### src/rtl/instruction_queue_pkg.sv
// instruction_queue_pkg: default widths and the queue entry layout shared by the instruction queue
package instruction_queue_pkg;
  localparam int ADDR_W  = 64;
  localparam int INSN_W  = 32;
  localparam int PID_W   = 20;
  localparam int TID_W   = 16;
  localparam int MAJ_W   = 64;
  localparam int DEPTH   = 8;
  localparam int PTR_W   = 3;
  typedef struct packed {
    logic [INSN_W-1:0] instruction;
    logic [ADDR_W-1:0] address;
    logic [PID_W-1:0]  pid;
    logic [TID_W-1:0]  tid;
    logic [MAJ_W-1:0]  maj_id;
  } entry_t;
  localparam int ENTRY_W = $bits(entry_t);
endpackage

### src/rtl/instruction_queue_if.sv
// instruction_queue_if: fetch-side push, decoder-side head outputs and queue status
interface instruction_queue_if
  import instruction_queue_pkg::*;
#(
  parameter int addressWidth            = ADDR_W,
  parameter int instructionWidth        = INSN_W,
  parameter int PidSize                 = PID_W,
  parameter int TidSize                 = TID_W,
  parameter int instructionCounterWidth = MAJ_W,
  parameter int ptrWidth                = PTR_W
) ();
  logic                               enable_i;
  logic [instructionWidth-1:0]        instruction_i;
  logic [addressWidth-1:0]            instructionAddress_i;
  logic [PidSize-1:0]                 instructionPid_i;
  logic [TidSize-1:0]                 instructionTid_i;
  logic                               flush_i;
  logic                               stall_i;
  logic                               full_o;
  logic [ptrWidth:0]                  count_o;
  logic                               outputEnable_o;
  logic [instructionWidth-1:0]        instruction_o;
  logic [addressWidth-1:0]            instructionAddress_o;
  logic [PidSize-1:0]                 instructionPid_o;
  logic [TidSize-1:0]                 instructionTid_o;
  logic [instructionCounterWidth-1:0] instructionMajId_o;
  modport master (
    output enable_i, instruction_i, instructionAddress_i, instructionPid_i, instructionTid_i, flush_i, stall_i,
    input  full_o, count_o, outputEnable_o, instruction_o, instructionAddress_o, instructionPid_o,
           instructionTid_o, instructionMajId_o
  );
  modport slave (
    input  enable_i, instruction_i, instructionAddress_i, instructionPid_i, instructionTid_i, flush_i, stall_i,
    output full_o, count_o, outputEnable_o, instruction_o, instructionAddress_o, instructionPid_o,
           instructionTid_o, instructionMajId_o
  );
endinterface

### src/rtl/instruction_queue_storage.sv
// queue_storage: unreset entry array with one tail-addressed write port and one async head read port
module queue_storage #(
  parameter int queueDepth = 8,
  parameter int ptrWidth   = 3,
  parameter int entryWidth = 196
) (
  input  logic                  i_clk,
  input  logic                  i_wr_en,
  input  logic [ptrWidth-1:0]   i_wr_ptr,
  input  logic [entryWidth-1:0] i_wr_data,
  input  logic [ptrWidth-1:0]   i_rd_ptr,
  output logic [entryWidth-1:0] o_rd_data
);
  logic [entryWidth-1:0] r_mem [queueDepth];
  always_ff @(posedge i_clk)
    if (i_wr_en) r_mem[i_wr_ptr] <= i_wr_data;
  assign o_rd_data = r_mem[i_rd_ptr];
endmodule

### src/rtl/instruction_queue.sv
// instruction_queue: fetch-to-decode FIFO that stamps major IDs and presents a registered head to the decoder
module instruction_queue
  import instruction_queue_pkg::*;
#(
  parameter int addressWidth            = ADDR_W,
  parameter int instructionWidth        = INSN_W,
  parameter int PidSize                 = PID_W,
  parameter int TidSize                 = TID_W,
  parameter int instructionCounterWidth = MAJ_W,
  parameter int queueDepth              = DEPTH,
  parameter int ptrWidth                = PTR_W
) (
  input logic               clock_i,
  input logic               reset_i,
  instruction_queue_if.slave q
);
  localparam int entryWidth = instructionWidth + addressWidth + PidSize + TidSize + instructionCounterWidth;
  logic [ptrWidth-1:0]                r_head, r_tail;
  logic [ptrWidth:0]                  r_count;
  logic [instructionCounterWidth-1:0] r_maj_id;
  logic                               r_oe;
  logic [instructionWidth-1:0]        r_insn;
  logic [addressWidth-1:0]            r_addr;
  logic [PidSize-1:0]                 r_pid;
  logic [TidSize-1:0]                 r_tid;
  logic [instructionCounterWidth-1:0] r_maj_out;
  logic                               w_full, w_push, w_pop;
  logic [entryWidth-1:0]              w_rd_entry;
  assign w_full = r_count == (ptrWidth+1)'(queueDepth);
  assign w_push = q.enable_i && !w_full && !q.flush_i;
  assign w_pop  = !q.flush_i && !q.stall_i && r_count != '0;
  queue_storage #(
    .queueDepth(queueDepth),
    .ptrWidth  (ptrWidth),
    .entryWidth(entryWidth)
  ) u_storage (
    .i_clk    (clock_i),
    .i_wr_en  (w_push),
    .i_wr_ptr (r_tail),
    .i_wr_data({q.instruction_i, q.instructionAddress_i, q.instructionPid_i, q.instructionTid_i, r_maj_id}),
    .i_rd_ptr (r_head),
    .o_rd_data(w_rd_entry)
  );
  // flush only drops the valid flag; the data registers keep the last presented entry
  always_ff @(posedge clock_i or negedge reset_i)
    if (!reset_i) begin
      r_head    <= '0;
      r_tail    <= '0;
      r_count   <= '0;
      r_maj_id  <= '0;
      r_oe      <= 1'b0;
      r_insn    <= '0;
      r_addr    <= '0;
      r_pid     <= '0;
      r_tid     <= '0;
      r_maj_out <= '0;
    end else begin
      if (q.flush_i) begin
        r_oe   <= 1'b0;
        r_head <= r_tail;
      end else if (!q.stall_i) begin
        r_oe <= w_pop;
        if (w_pop) begin
          {r_insn, r_addr, r_pid, r_tid, r_maj_out} <= w_rd_entry;
          r_head <= r_head + ptrWidth'(1);
        end
      end
      r_count <= q.flush_i ? '0 : r_count + (ptrWidth+1)'(w_push) - (ptrWidth+1)'(w_pop);
      if (w_push) begin
        r_tail   <= r_tail + ptrWidth'(1);
        r_maj_id <= r_maj_id + instructionCounterWidth'(1);
      end
    end
  assign q.full_o               = w_full;
  assign q.count_o              = r_count;
  assign q.outputEnable_o       = r_oe;
  assign q.instruction_o        = r_insn;
  assign q.instructionAddress_o = r_addr;
  assign q.instructionPid_o     = r_pid;
  assign q.instructionTid_o     = r_tid;
  assign q.instructionMajId_o   = r_maj_out;
endmodule

### src/flat_wrapper.sv
// flat-port wrapper written by rule: the top's interface ports become plain ports
module instruction_queue_flat import instruction_queue_pkg::*;
#(
  parameter int addressWidth            = ADDR_W,
  parameter int instructionWidth        = INSN_W,
  parameter int PidSize                 = PID_W,
  parameter int TidSize                 = TID_W,
  parameter int instructionCounterWidth = MAJ_W,
  parameter int queueDepth              = DEPTH,
  parameter int ptrWidth                = PTR_W
)
  (clock_i, reset_i, q_enable_i, q_instruction_i, q_instructionAddress_i, q_instructionPid_i, q_instructionTid_i, q_flush_i, q_stall_i, q_full_o, q_count_o, q_outputEnable_o, q_instruction_o, q_instructionAddress_o, q_instructionPid_o, q_instructionTid_o, q_instructionMajId_o);
  instruction_queue_if #(.addressWidth(addressWidth), .instructionWidth(instructionWidth), .PidSize(PidSize), .TidSize(TidSize), .instructionCounterWidth(instructionCounterWidth), .ptrWidth(ptrWidth)) q_i ();
  input logic clock_i;
  input logic reset_i;
  input wire logic [$bits(q_i.enable_i)-1:0] q_enable_i;
  input wire logic [$bits(q_i.instruction_i)-1:0] q_instruction_i;
  input wire logic [$bits(q_i.instructionAddress_i)-1:0] q_instructionAddress_i;
  input wire logic [$bits(q_i.instructionPid_i)-1:0] q_instructionPid_i;
  input wire logic [$bits(q_i.instructionTid_i)-1:0] q_instructionTid_i;
  input wire logic [$bits(q_i.flush_i)-1:0] q_flush_i;
  input wire logic [$bits(q_i.stall_i)-1:0] q_stall_i;
  output wire logic [$bits(q_i.full_o)-1:0] q_full_o;
  output wire logic [$bits(q_i.count_o)-1:0] q_count_o;
  output wire logic [$bits(q_i.outputEnable_o)-1:0] q_outputEnable_o;
  output wire logic [$bits(q_i.instruction_o)-1:0] q_instruction_o;
  output wire logic [$bits(q_i.instructionAddress_o)-1:0] q_instructionAddress_o;
  output wire logic [$bits(q_i.instructionPid_o)-1:0] q_instructionPid_o;
  output wire logic [$bits(q_i.instructionTid_o)-1:0] q_instructionTid_o;
  output wire logic [$bits(q_i.instructionMajId_o)-1:0] q_instructionMajId_o;
  assign q_i.enable_i = q_enable_i;
  assign q_i.instruction_i = q_instruction_i;
  assign q_i.instructionAddress_i = q_instructionAddress_i;
  assign q_i.instructionPid_i = q_instructionPid_i;
  assign q_i.instructionTid_i = q_instructionTid_i;
  assign q_i.flush_i = q_flush_i;
  assign q_i.stall_i = q_stall_i;
  assign q_full_o = q_i.full_o;
  assign q_count_o = q_i.count_o;
  assign q_outputEnable_o = q_i.outputEnable_o;
  assign q_instruction_o = q_i.instruction_o;
  assign q_instructionAddress_o = q_i.instructionAddress_o;
  assign q_instructionPid_o = q_i.instructionPid_o;
  assign q_instructionTid_o = q_i.instructionTid_o;
  assign q_instructionMajId_o = q_i.instructionMajId_o;
  instruction_queue #(.addressWidth(addressWidth), .instructionWidth(instructionWidth), .PidSize(PidSize), .TidSize(TidSize), .instructionCounterWidth(instructionCounterWidth), .queueDepth(queueDepth), .ptrWidth(ptrWidth)) u_core (.clock_i(clock_i), .reset_i(reset_i), .q(q_i));
endmodule
### config.mk
export PLATFORM = sky130hd
export DESIGN_NAME = instruction_queue_flat
export DESIGN_NICKNAME = d
export VERILOG_FILES = /design/src/rtl/instruction_queue_pkg.sv /design/src/rtl/instruction_queue_if.sv /design/src/rtl/instruction_queue_storage.sv /design/src/rtl/instruction_queue.sv /design/src/flat_wrapper.sv
export SDC_FILE = /design/constraint.sdc
export NUM_CORES = 2
export LEC_CHECK = 0
export ABC_AREA = 1
export ABC_CLOCK_PERIOD_IN_PS = 22800
export CAP_MARGIN = 15
export CORE_MARGIN = 1
export CORE_UTILIZATION = 50
export DETAILED_ROUTE_END_ITERATION = 8
export PLACE_DENSITY = 0.68
export SETUP_SLACK_MARGIN = 0.5
export SLEW_MARGIN = 20
export SYNTH_ARGS = -nofsm -noshare
export SYNTH_HDL_FRONTEND = slang
export SYNTH_SLANG_ARGS = --single-unit
### constraint.sdc
create_clock -name clock_i -period 22.8 [get_ports clock_i]
set_input_delay 3.42 -clock clock_i [delete_from_list [all_inputs] [get_ports clock_i]]
set_output_delay 3.42 -clock clock_i [all_outputs]
set_load 0.01 [all_outputs]
== Word level (Yosys, flattened, before mapping) ==
Memories as Yosys holds them, arrays and structs flattened. A register that Yosys moved wholly into a read port is not among the register bits.
Cells that the tools add are included.

* Input port bits: 137
* Logic and storage cells: 35
* Memories: 1
* Output and inout bits: 202
* Memory bits (writable): 1568
* Register bits after elaboration: 75

* Bitwise logic cells: 2
* Reduce and logical (&&, ||, !) cells: 12
* Add/subtract/negate cells: 5
* Eq/ne operators: 2
* Mux-type cells: 8

{| class="wikitable"
|+ Memories
! name !! words !! bits a word !! read ports !! clocked after memory_dff !! wr ports !! RTL line !! RTL
|-
| u_core.u_storage.r_mem || 8 || 196 || 1 || 1 || 1 || instruction_queue_storage.sv:14 || <nowiki>logic [entryWidth-1:0] r_mem [queueDepth];</nowiki>
|}

{| class="wikitable"
|+ Operators by type and width
! kind !! count
|-
| $add 64x1->64 const B || 1
|-
| $mux 3 || 3
|-
| $add 3x1->3 const B || 2
|-
| $add 4x1->4 || 1
|-
| $eq 4x4->1 const B || 1
|-
| $logic_and 1x1->1 || 4
|-
| $logic_not 1->1 || 4
|-
| $mux 1 || 4
|-
| $mux 4 || 1
|-
| $reduce_bool 4->1 || 1
|-
| $sub 4x1->4 || 1
|-
| $reduce_and 3->1 || 1
|-
| $ne 2x2->1 const B || 1
|-
| $not 1->1 || 2
|-
| $reduce_and 2->1 || 1
|-
| $reduce_bool 2->1 || 1
|}

== Depth between registers and ports, before layout ==
* Depth in word-level cells: 7
* Gate-level depth with buffers: 13
* Mapped depth without buffers: 11

== By module ==
From an unflattened synthesis, not the netlist that was laid out.

* Cells, all modules: 8208
* Area total of the unflattened synthesis: 79811.5 um2

{| class="wikitable"
|+ Modules (own cells, without submodules)
! module !! times used !! sequential area each (um2) !! cells each !! area an instance (um2)
|-
| queue_storage || 1 || 47085.2 || 6791 || 68045.3
|-
| instruction_queue || 1 || 6781.5 || 1417 || 11766.3
|}

== Worst setup path after synthesis ==
Ideal clock, no wire load.

* Path type: in2reg
* Start point: input port q_flush_i
* End point: memory u_core.u_storage.r_mem[0][0], enable pin
* Slack: 9595 ps
* Arrival: 12450 ps
* Stages on the path: 8
* Required time: 22045 ps
* Path buffers: 2
* Setup time: 755 ps
* Cells stage by stage: buf_6 inv_4 nand2_2 inv_2 nand2_4 buf_2 or2_2 nor2_1

* Word-level cells in the longest chain between the ends: 4

{| class="wikitable"
|+ RTL lines
! what !! RTL line !! RTL
|-
| start, declared || flat_wrapper.sv:21 || <nowiki>input wire logic [$bits(q_i.flush_i)-1:0] q_flush_i;</nowiki>
|-
| $logic_not 1->1 || instruction_queue.sv:30 || <nowiki>assign w_push = q.enable_i && !w_full && !q.flush_i;</nowiki>
|-
| $logic_and 1x1->1 || instruction_queue.sv:30 ||
|-
| $mux 1 || instruction_queue_storage.sv:16 || <nowiki>if (i_wr_en) r_mem[i_wr_ptr] <= i_wr_data;</nowiki>
|-
| $mux 1 (implied by the code) || instruction_queue_storage.sv:16 ||
|-
| end, declared || instruction_queue_storage.sv:14 ||
|}

No other way between the ends.

== Worst setup path after layout ==
* Start point: input port q_flush_i
* End point: memory u_core.u_storage.r_mem[1][80], enable pin

Same word-level chain as after synthesis.

==> impl_metrics.csv <==
group,metric,value,unit
outcome,status,"completed",
timing,max-slew-margin-rel,0.140,
timing,fin_crit_sh,0.322,
power,p_per_area,122,mW/mm²
clock_network,clk_path_buf_depth,3,
placed_design,dpl_cell_area,0.0758,mm²
drt,vias_per_cell,5.80,
synth,synth_area_per_cell,13.3,µm²
timing,finalHoldViolations,0,
setup_path,crit_type,"input pin to flop",
placed_design,io_buffer_count,338,
clock_network,cts.clk_slew.worst_paths,0.06,ns
floorplanning,die_h,380,µm
synth,yosysTopAreaCell,"edfxtp_1",
synth,yosys.cell_types.count,44,
clock_network,clockRootBuffer,"clkbuf_16",
min_path,hold_path_class,"flop to flop",
layout,mostFrequentLayoutCell,"edfxtp_1",
floorplanning,row_count,138,
min_path,min_to,"u_core.q.instructionAddress_o[52]$_DFFE_PN0P_",
drt,antenna_left,0,
setup_path,slowest_stage,"nor2_4",
layout,drive_above_1_share,0.0633,
synth,post_synth_inst_count,5351,
min_path,worstHoldStart,"u_core.q.instructionAddress_o[52]$_DFFE_PN0P_",
setup_path,r2r_end,"u_core.u_storage.r_mem[1][80]$_DFFE_PP_",
clock_network,post_cts_buffers,0,
setup_path,ff2ff_setup_slack,18.11,ns
timing,worst_slew_pin_slew,1.29,ns
setup_path,rr_worst_depth,9,
min_path,whs_path_depth,2,
run,drv_cap,0,
power,ir_drop,0.126,mV
drt,vias,44253,
clock_network,cts_tree,"done",
setup_path,crit_arrival,7.77,ns
grt,grt.total_usage,0.241,
timing,rsz0062_at_grt,"false",
clock_network,cts_sinks,1839,
power,leakage,27.4,nW
floorplanning,core-area,0.141,mm²
floorplanning,die_w,380,µm
synth,synth-seq-area-share,0.756,
setup_path,r2r_start,"u_core.q.count_o[2]$_DFF_PN0_",
setup_path,cp-start-kind,"input pin",
synth,synth_area,0.0713,mm²
grt,grt_pass1_wl,266000,µm
grt,grt_max_degree,228,
grt,grt_pass1_vias,43429,
placed_design,gp_congestion,0.863,
clock_network,holdBufCountCts,0,
layout,syn2layout_area_growth,14.8,%
setup_path,path_buf_inv,6,
setup_path,crit_required,23.23,ns
placed_design,hpwl,89400,µm
clock_network,htreeDepth,4,
setup_path,max_stage_delay,0.91,ns
drt,routedWlPerCell,23.0,µm
setup_path,crit_fanout,50,
setup_path,cp_top_family,"buffers and inverters",
drt,firstDrtPassIters,6,
floorplanning,io_pins,339,
clock_network,cts_buffers,179,
synth,ys_warn_count,0,
drt,drt_iter0_markers,4416,
timing,finalSetupTns,0,ns
layout,nets,5721,
drt,postRouteWirelength,175000,µm
timing,fmax,136,MHz
timing,period_needed,7.34,ns
synth,ys_seq_elements,1839,
timing,finClkSkew,0.0338,ns
floorplanning,dieArea,0.144,mm²
grt,antenna_found_initial,16,
grt,grt.overflow.total,0,
synth,synth_fp_nets,5497,
synth,yosys.area.top_type_share,0.661,
layout,final_area,0.0818,mm²
setup_path,worstSetupEndpointType,"flop",
synth,synthTopCellsByArea,"edfxtp_1 (66%), dfrtp_1 (9.5%), nor2_1 (5.2%)",
floorplanning,start_util,0.504,
layout,layout_common_cells,"edfxtp_1 (1568), nor2_1 (978), o21ai_0 (675), nand2_1 (565), clkdlybuf4s50_1 (337)",
timing,slew_violations,0,
setup_path,crit_chain,"clkdlybuf4s50_1 > inv_4 > nand2_2 > inv_2 > nand2_4 > inv_2 > nand2_1 > nor2_4 > buf_4 > buf_4",
clock_network,worstSkewPairLatency,0.83,ns
timing,setup_violations,0,
clock_network,post_cts_resized,0,
drt,drc_errors,0,
==> kinds of logic (layout without fill, tap and decap cells) <==
kind of cell | Yosys count | count (layout) | synth area share
AO/OA/AOI/OAI | 1187 | 1187 | 0.102
XOR/XNOR | 49 | 49 | 0.00602
adder cells (fa/ha/maj) | 9 | 9 | 0.00169
buffers and inverters | 425 | 806 | 0.0298
flip-flops | 1839 | 1839 | 0.756
other | 0 | 9 | 0
AND/OR/NAND/NOR | 1842 | 1842 | 0.104
==> flip-flops by register name, summed over array words and instances, names as in the netlist <==
| name | flops |
|---|---|
| u_core.q.instructionPid_o | 20 |
| u_core.u_storage.r_mem | 1568 |
| u_core.r_maj_id | 64 |
| u_core.q.instruction_o | 32 |
| u_core.q.instructionTid_o | 16 |
| u_core.r_head | 3 |
| u_core.q.count_o | 4 |
| u_core.q.instructionMajId_o | 64 |
| u_core.q.outputEnable_o | 1 |
| u_core.r_tail | 3 |
| u_core.q.instructionAddress_o | 64 |
==> cell type report <==
type | instances | area, µm²
Antenna cell | 9 | 22.5
Clock buffer | 256 | 5020
Clock inverter | 82 | 945
Fill cell | 10921 | 59600
Inverter | 75 | 312
Multi-Input combinational cell | 3087 | 15300
Sequential cell | 1839 | 53900
Tap cell | 1890 | 2360
Timing Repair Buffer | 393 | 3940
==> per-layer routing <==
layer / GRT usage / share of wire
met1: 0.331 / 0.42
met2: 0.390 / 0.48
met3: 0.0399 / 0.067
met4: 0.0871 / 0.029
met5: 0 / 0.00046
==> worst register-to-register path, stage by stage (launching register included) <==
cell     delay, ns
dfrtp_1       0.35
inv_1         0.08
ha_1          0.21
nand3_1       0.28
nand2_4       0.28
inv_2         0.41
nand2_1       0.33
nor2_4        0.91
buf_4         0.64
buf_4         0.79
==> per-stage QoR <==
step | util | std cells | total power [mW] | worst slack [ns] | hold slack [ns]
CTS | 0.578 | 7621 | 10.0 | 15.51 | 0.482
finish | 0.579 | 7631 | 9.95 | 15.46 | 0.475
detailed placement | 0.536 | 7283 | 7.06 | 14.65 | 0.465
global placement | 0.536 | 7283 | 7.00 | 14.75 | 0.463
floorplan | - | 5351 | 6.07 | 9.60 | 0.513
global route | 0.579 | 7630 | 10.4 | 15.30 | 0.494
==> worst max path at each step <==
stage                   start                                 endpoint  depth (start not counted)
CTS                 q_flush_i  u_core.u_storage.r_mem[1][80]$_DFFE_PP_                         10
global route        q_flush_i  u_core.u_storage.r_mem[1][80]$_DFFE_PP_                         10
global placement    q_flush_i  u_core.u_storage.r_mem[1][77]$_DFFE_PP_                         10
detailed placement  q_flush_i  u_core.u_storage.r_mem[1][76]$_DFFE_PP_                         10
finish              q_flush_i  u_core.u_storage.r_mem[1][80]$_DFFE_PP_                         10
floorplan           q_flush_i   u_core.u_storage.r_mem[0][0]$_DFFE_PP_                          8
==> power by group <==
group	switching, mW	total (mW)	internal [mW]
clock network	1.26	2.97	1.71
logic	1.76	2.67	0.910
registers	0.258	4.32	4.06
total	3.28	9.95	6.67
==> Yosys cell counts (all sizes together) <==
cell type and number:
clkbuf 162, o221ai 296, ha 8, a21oi 3, nand4 15, nor2 997
o21ai 788, buf 188, o211ai 97, or2 1, xnor2 21, nor3b 2
o21bai 1, nor3 7, and3 1, nand2 570, xor2 28, nand3b 7
edfxtp 1568, fa 1, nand3 237, o22ai 2, and2 3, inv 75
nor4 2, dfrtp 271
No activity file was read; power rests on OpenSTA's default activity.
